$ cat config.mk
export PLATFORM = sky130hd
export DESIGN_NAME = ecc_operand_fifo
export DESIGN_NICKNAME = d
export VERILOG_FILES = /design/src/rtl/ecc_operand_fifo.sv
export SDC_FILE = /design/constraint.sdc
export NUM_CORES = 1
export LEC_CHECK = 0
export ABC_AREA = 1
export BUFFER_PORTS_ARGS = -buffer_cell sky130_fd_sc_hd__buf_2
export CAP_MARGIN = 20
export CORE_MARGIN = 4
export CORE_UTILIZATION = 45
export DETAILED_ROUTE_END_ITERATION = 12
export PLACE_DENSITY = 0.71
export SYNTH_ARGS = -nofsm -noshare
export SYNTH_HDL_FRONTEND = slang
export SYNTH_SLANG_ARGS = --single-unit
$ cat constraint.sdc
create_clock -name clk -period 3.6 [get_ports clk]
set_input_delay 0.54 -clock clk [delete_from_list [all_inputs] [get_ports clk]]
set_output_delay 0.54 -clock clk [all_outputs]
set_load 0.02 [all_outputs]
$ cat src/rtl/ecc_operand_fifo.sv
// ecc_operand_fifo: FIFO storing Hamming(38,32)-encoded operands, SEC decode and error counters on read
module ecc_operand_fifo #(
  parameter int DEPTH = 4
) (
  input  logic                       clk,
  input  logic                       reset,
  input  logic                       wr_valid,
  output logic                       wr_ready,
  input  logic [31:0]                wr_data,
  input  logic [37:0]                wr_err_mask,
  output logic                       rd_valid,
  input  logic                       rd_ready,
  output logic [31:0]                rd_data,
  output logic [5:0]                 rd_syndrome,
  output logic                       rd_corrected,
  output logic                       rd_uncorrectable,
  output logic [7:0]                 corr_cnt,
  output logic [7:0]                 uncorr_cnt,
  output logic [$clog2(DEPTH):0]     count
);
  localparam int AW = $clog2(DEPTH);
  localparam int CW = AW + 1;
  function automatic logic [37:0] encode(input logic [31:0] d);
    logic [37:0] c;
    int j;
    c = '0;
    j = 0;
    for (int i = 0; i < 38; i++)
      if (((i + 1) & i) != 0) begin
        c[i] = d[j];
        j++;
      end
    for (int k = 0; k < 6; k++)
      for (int i = 0; i < 38; i++)
        if (((i + 1) & i) != 0 && ((i + 1) & (1 << k)) != 0) c[(1 << k) - 1] ^= c[i];
    return c;
  endfunction
  function automatic logic [31:0] extract(input logic [37:0] c);
    logic [31:0] d;
    int j;
    d = '0;
    j = 0;
    for (int i = 0; i < 38; i++)
      if (((i + 1) & i) != 0) begin
        d[j] = c[i];
        j++;
      end
    return d;
  endfunction
  logic [37:0] mem [DEPTH];
  logic [AW-1:0] wp, rp;
  logic [37:0] head, fixed;
  logic do_wr, do_rd;
  assign wr_ready = count != CW'(DEPTH);
  assign rd_valid = count != '0;
  assign do_wr = wr_valid && wr_ready;
  assign do_rd = rd_valid && rd_ready;
  assign head = mem[rp];
  always_comb begin
    rd_syndrome = '0;
    for (int k = 0; k < 6; k++)
      for (int i = 0; i < 38; i++)
        if (((i + 1) & (1 << k)) != 0) rd_syndrome[k] ^= head[i];
  end
  assign rd_corrected = rd_syndrome != '0 && rd_syndrome <= 6'd38;
  assign rd_uncorrectable = rd_syndrome >= 6'd39;
  assign fixed = rd_corrected ? head ^ (38'd1 << (rd_syndrome - 6'd1)) : head;
  assign rd_data = extract(fixed);
  always_ff @(posedge clk)
    if (do_wr) mem[wp] <= encode(wr_data) ^ wr_err_mask;
  always_ff @(posedge clk)
    if (reset) begin
      wp <= '0;
      rp <= '0;
      count <= '0;
      corr_cnt <= '0;
      uncorr_cnt <= '0;
    end else begin
      wp <= wp + AW'(do_wr);
      rp <= rp + AW'(do_rd);
      count <= count + CW'(do_wr) - CW'(do_rd);
      corr_cnt <= corr_cnt + 8'(do_rd && rd_corrected && corr_cnt != 8'hff);
      uncorr_cnt <= uncorr_cnt + 8'(do_rd && rd_uncorrectable && uncorr_cnt != 8'hff);
    end
endmodule

**Word level (Yosys, flattened, before mapping)**

Memory sizes are Yosys's and may differ from the RTL's. A register that Yosys moved wholly into a read port is not among the register bits.
Index checks and enable logic that the tools add are counted.

- Add/subtract/negate cells: 37
- Magnitude comparators: 33
- Equal/unequal tests: 3
- Shift operators: 1
- Muxes and demuxes: 249
- Bitwise logic cells: 176
- Reductions and logical operators: 9

Operators by type and width:

| kind | number |
|---|---|
| < comparator 32 x 7 -> 1 bit, second input constant | 31 |
| two-way mux 32 bit | 31 |
| adder 32 x 2 -> 32 bit, second input constant | 30 |
| two-way mux 1 bit | 185 |
| bitwise XOR 1 bit | 174 |
| binary-select mux 1 bit (select 5 bit) | 31 |
| bitwise XOR 38 bit | 2 |
| two-way mux 38 bit | 1 |
| << shifter 1 x 6 -> 38 bit, first input constant | 1 |
| adder 8 x 1 -> 8 bit | 2 |
| inequality test 8 bit, second input constant | 2 |
| logical AND 1 bit | 7 |
| >= comparator 6 bit, second input constant | 1 |
| <= comparator 6 bit, second input constant | 1 |
| nonzero test 6 bit | 1 |
| subtractor 6 x 1 -> 6 bit, second input constant | 1 |
| adder 2 x 1 -> 2 bit | 2 |
| adder 3 x 1 -> 3 bit | 1 |
| inequality test 3 bit, second input constant | 1 |
| nonzero test 3 bit | 1 |
| subtractor 3 x 1 -> 3 bit | 1 |
| two-way mux 2 bit | 1 |

- Register bits: 23
- Bits in writable memories: 152
- Bits of input ports: 74
- Output and inout bits: 61
- Word-level logic and storage cells: 514
- Memories: 1

Memory list:

| memory | depth | bits a word | read ports | clocked after memory_dff | wr ports | RTL line | source |
|---|---|---|---|---|---|---|---|
| mem | 4 | 38 | 1 | 1 | 1 | 50 | `logic [37:0] mem [DEPTH];` |

**Logic depth before layout (Yosys ltp)**

- Depth in word-level cells: 70
- Mapped depth: 29

**Least setup slack after synthesis**

Ideal clock, no wire load.

- Path kind: flip-flop to flip-flop
- Start point: register count[1]
- End point: memory mem[0][0] (enable)
- Library setup time: 0.481 ns
- Data arrival time: 3.586 ns
- Path slack: -0.467 ns
- Stages on the path, launching flop included: 5
- Clock period less this slack: 4.067 ns
- Cell sequence: dfxtp_1 inv_1 nand3_1 nand2_1 nor3_1

- Word-level cells in the longest chain between the ends: 4

Ends and longest elaborated chain:

| item | RTL line | source |
|---|---|---|
| start, declared | 19 | `output logic [$clog2(DEPTH):0] count` |
| start signal, assigned | 81 | `count <= count + CW'(do_wr) - CW'(do_rd);` |
| inequality test 3 bit | 54 | `assign wr_ready = count != CW'(DEPTH);` |
| named net wr_ready | 8 | `output logic wr_ready,` |
| logical AND 1 bit | 56 | `assign do_wr = wr_valid && wr_ready;` |
| two-way mux 1 bit | 70 | `if (do_wr) mem[wp] <= encode(wr_data) ^ wr_err_mask;` |
| two-way mux 1 bit (not written as such) | 70 |  |
| end, declared | 50 |  |

The timed path passes the listed nets, and every way through them passes these cells.

==> results.tsv <==
stage	metric	value	unit
grt	grt_pass1_vias	8995	
critical_path	crit_fanout	16	
logic_synthesis	syn_area	0.01055	sq mm
logic_synthesis	ys_types	33	
worst_hold_path	min_path_type	in -> reg	
sta	worst_pin_slew	0.6313	ns
logic_synthesis	avgSynthCellArea	8.141	sq um
routing	vias_per_cell	5.204	
routing	routedWlPerCell	16.99	microns
die	start_util	46.18	%
clocking	cts_hold_buf	0	
die	die-area	0.02596	sq mm
cells_and_area	regArea	0.005030	sq mm
sta	slew_violations	0	
clocking	root_buffer	clkbuf_16	
die	core	0.02285	sq mm
routing	drc	0	
run_status	violations	setup timing	
grt	overflow	0	
worst_hold_path	worstHoldPathCells	2	
logic_synthesis	synth_cells	1296	
cells_and_area	drive_gt1_share	28.62	%
place	placed_area	0.01206	sq mm
cells_and_area	utilization	59.36	%
place	port_buffers	134	
cells_and_area	multiInputGateArea	0.005391	sq mm
logic_synthesis	synth.area.top_cells	edfxtp_1, nand2_1, nand3_1	
critical_path	timing.rr.start	rp[0]	
sta	setup_tns	-12.49	ns
cells_and_area	areaGrowthSynthToFinish	28.56	%
run_status	status	complete, but fails checks	
sta	finalSetupViolations	37	
logic_synthesis	ys_ff_latch	175	
logic_synthesis	synth_top_cell_by_area	edfxtp_1	
critical_path	timing.rr.end	corr_cnt[6]	
cells_and_area	diodes	0	
clocking	htreeDepth	4	
worst_hold_path	hold_end	mem[3][27]	
critical_path	reg2reg_depth	26	
cells_and_area	final_area	0.01356	sq mm
sta	finalClockSkew	0.01714	ns
clocking	clk_pin_slew	0.07	ns
sta	slew_headroom	57.92	%
grt	grt_use_total	23.43	%
die	rows	55	
die	die_x	161.1	microns
critical_path	crit_path_end_kind	output pin	
logic_synthesis	synthFlopType	edfxtp_1	
clocking	clk_path_buf_depth	2	
cells_and_area	n_fill_cell	1980	
sta	finalCritPeriodShare	111.8	%
clocking	cts-buffers-inserted	17	
sta	finalHoldViolations	0	
cells_and_area	nets	1591	
logic_synthesis	postSynth.asyncResetShare	0	%
logic_synthesis	syn_nets	1379	
sta	rsz0062_at_grt	yes	
routing	dr_total_vias	9539	
logic_synthesis	yosys-top-cells-count	nand2_1, edfxtp_1, nand3_1	
sta	period_needed	4.024	ns
place	dpl.hpwl	21.94	mm
job	cap_violations	0	
critical_path	start_kind	flop	
die	die_y	161.1	microns
clocking	clock-sinks	175	
routing	drt_wl_total	31.15	mm
critical_path	r2r_slack	-0.12	ns
place	dp_slack	-0.1123	ns
routing	postRouteAntennaNets	0	
routing	drtIter0Drc	842	
logic_synthesis	yosysSeqAreaShare	47.63	%
logic_synthesis	synth_most_common_cell	nand2_1	
logic_synthesis	synth-edff-count	152	
grt	grt_start_max_net_pins	39	
logic_synthesis	yosysWarnings	0	
place	gp_congestion	0.9529	
die	io_pins	135	
grt	grt_first_pass_wirelength	47.42	mm
sta	fmax	248.5	MHz
critical_path	crit_required	3.06	ns
logic_synthesis	synth_top_area_share	43.26	%
worst_hold_path	worstHoldStart	wr_err_mask[27]	
sta	fin_ws	-0.4238	ns
critical_path	worstPathArrival	3.48	ns
critical_path	critPathKind	reg -> out	
grt	antenna_found_initial	1	
clocking	tritoncts	built	
routing	drt_first_pass_iters	5	
clocking	clock_latency	0.44	ns
==> cells by family (layout without fill, tap and decap cells) <==
logic type,count (synthesis),in the layout,share of synthesized area (%)
flops,175,175,47.63
compound gates,23,23,1.162
xor+xnor,141,141,11.78
simple gates,818,818,32.51
buf+inv,129,353,5.574
mux,1,1,0.2135
fa+ha+maj,9,9,1.139
==> state kept, by name (all words and copies together), names as in the netlist <==
| signal | cells |
|---|---|
| wp | 2 |
| corr_cnt | 8 |
| uncorr_cnt | 8 |
| rp | 2 |
| mem | 152 |
| count | 3 |
==> placed cells by master (no fill, tap or decap), types with 4 or more instances in the layout <==
| master | Yosys | final |
|---|---|---|
| nor3_1 | 11 | 6 |
| nand2_4 | 2 | 9 |
| nand2_2 | 5 | 97 |
| xor2_1 | 69 | 69 |
| nor3_2 | 0 | 5 |
| inv_2 | 16 | 18 |
| inv_6 | 0 | 5 |
| edfxtp_1 | 152 | 152 |
| inv_8 | 0 | 5 |
| nor2_4 | 3 | 5 |
| clkbuf_16 | 0 | 18 |
| buf_12 | 0 | 14 |
| a21oi_1 | 7 | 7 |
| xnor2_2 | 0 | 4 |
| nand3_2 | 1 | 13 |
| nand4_1 | 19 | 19 |
| ha_1 | 8 | 8 |
| buf_2 | 17 | 103 |
| inv_1 | 71 | 68 |
| buf_4 | 12 | 89 |
| buf_6 | 5 | 25 |
| o21ai_0 | 9 | 8 |
| dfxtp_1 | 23 | 21 |
| nand2_1 | 575 | 476 |
| nand3b_1 | 5 | 5 |
| nand3_1 | 144 | 131 |
| nor2_2 | 0 | 9 |
| xnor2_1 | 71 | 67 |
| nor2_1 | 48 | 37 |
| clkinv_8 | 0 | 4 |
==> area by class of cell <==
| type | instances | area share (%) |
|---|---|---|
| well taps | 313 | 2.887 |
| clock inverters | 14 | 1.199 |
| clock buffers | 17 | 3.137 |
| repair buffers | 235 | 13.48 |
| inverters | 87 | 2.463 |
| multi-input cells | 992 | 39.75 |
| flip-flops and latches | 175 | 37.08 |
==> timing repair <==
action                                  in CTS  in global routing
pin swaps                                   10                 27
hold endpoints to repair                     0                  0
resized for setup                          135                 76
cloned                                       4                  1
buffers inserted                            10                 14
endpoints found under the setup margin      39                 45
==> worst max path at each step <==
stage,depth (start not counted),start,slack (ns),to
2_1_floorplan,4,count[1],-0.47,mem[0][0]
3_3_place_gp,23,rp[0],-0.06,rd_data[12]
3_5_place_dp,26,rp[0],-0.11,corr_cnt[6]
4_1_cts,26,rp[0],-0.31,rd_data[16]
5_1_grt,27,rp[0],-0.66,rd_data[7]
6_report,23,rp[0],-0.42,rd_data[16]
==> metrics by stage <==
| step | instances | hold WS, ns |
|---|---|---|
| final | 1833 | 0.4466 |
| after CTS | 1821 | 0.4368 |
| after floorplan | 1296 | 0.5203 |
| after detailed placement | 1776 | 0.4975 |
| after global routing | 1833 | 0.4448 |
| after global placement | 1776 | 0.4930 |
==> worst max-delay path: stages (launching register included) <==
cell       delay (ns)
dfxtp_4          0.45
buf_4            0.17
clkbuf_16        0.17
nand2_1          0.09
nand3_1          0.11
nand2_2          0.10
nand2_2          0.08
nand2_2          0.07
nand3b_1         0.18
nand2_2          0.09
inv_1            0.06
nand2_2          0.07
nand2_1          0.05
nand2_1          0.07
nand2_2          0.09
nor2_4           0.20
nand4_1          0.21
nand2_4          0.20
nor2_8           0.06
buf_12           0.14
nand2_1          0.06
nand2_1          0.04
nand2_1          0.11
buf_6            0.13
==> routing by layer <==
| metal | GRT usage, % | vias up | part of all wire (%) |
|---|---|---|---|
| li1 | - | 4616 | - |
| met1 | 31.05 | 4424 | 42 |
| met2 | 39.04 | 430 | 47 |
| met3 | 4.210 | 69 | 8.2 |
| met4 | 7.910 | 0 | 3.0 |
| met5 | 0 | - | 0 |
Power is left out: the tool's default activity adds up to more than one toggle a clock period on the data nets, which glitch-free logic cannot reach.
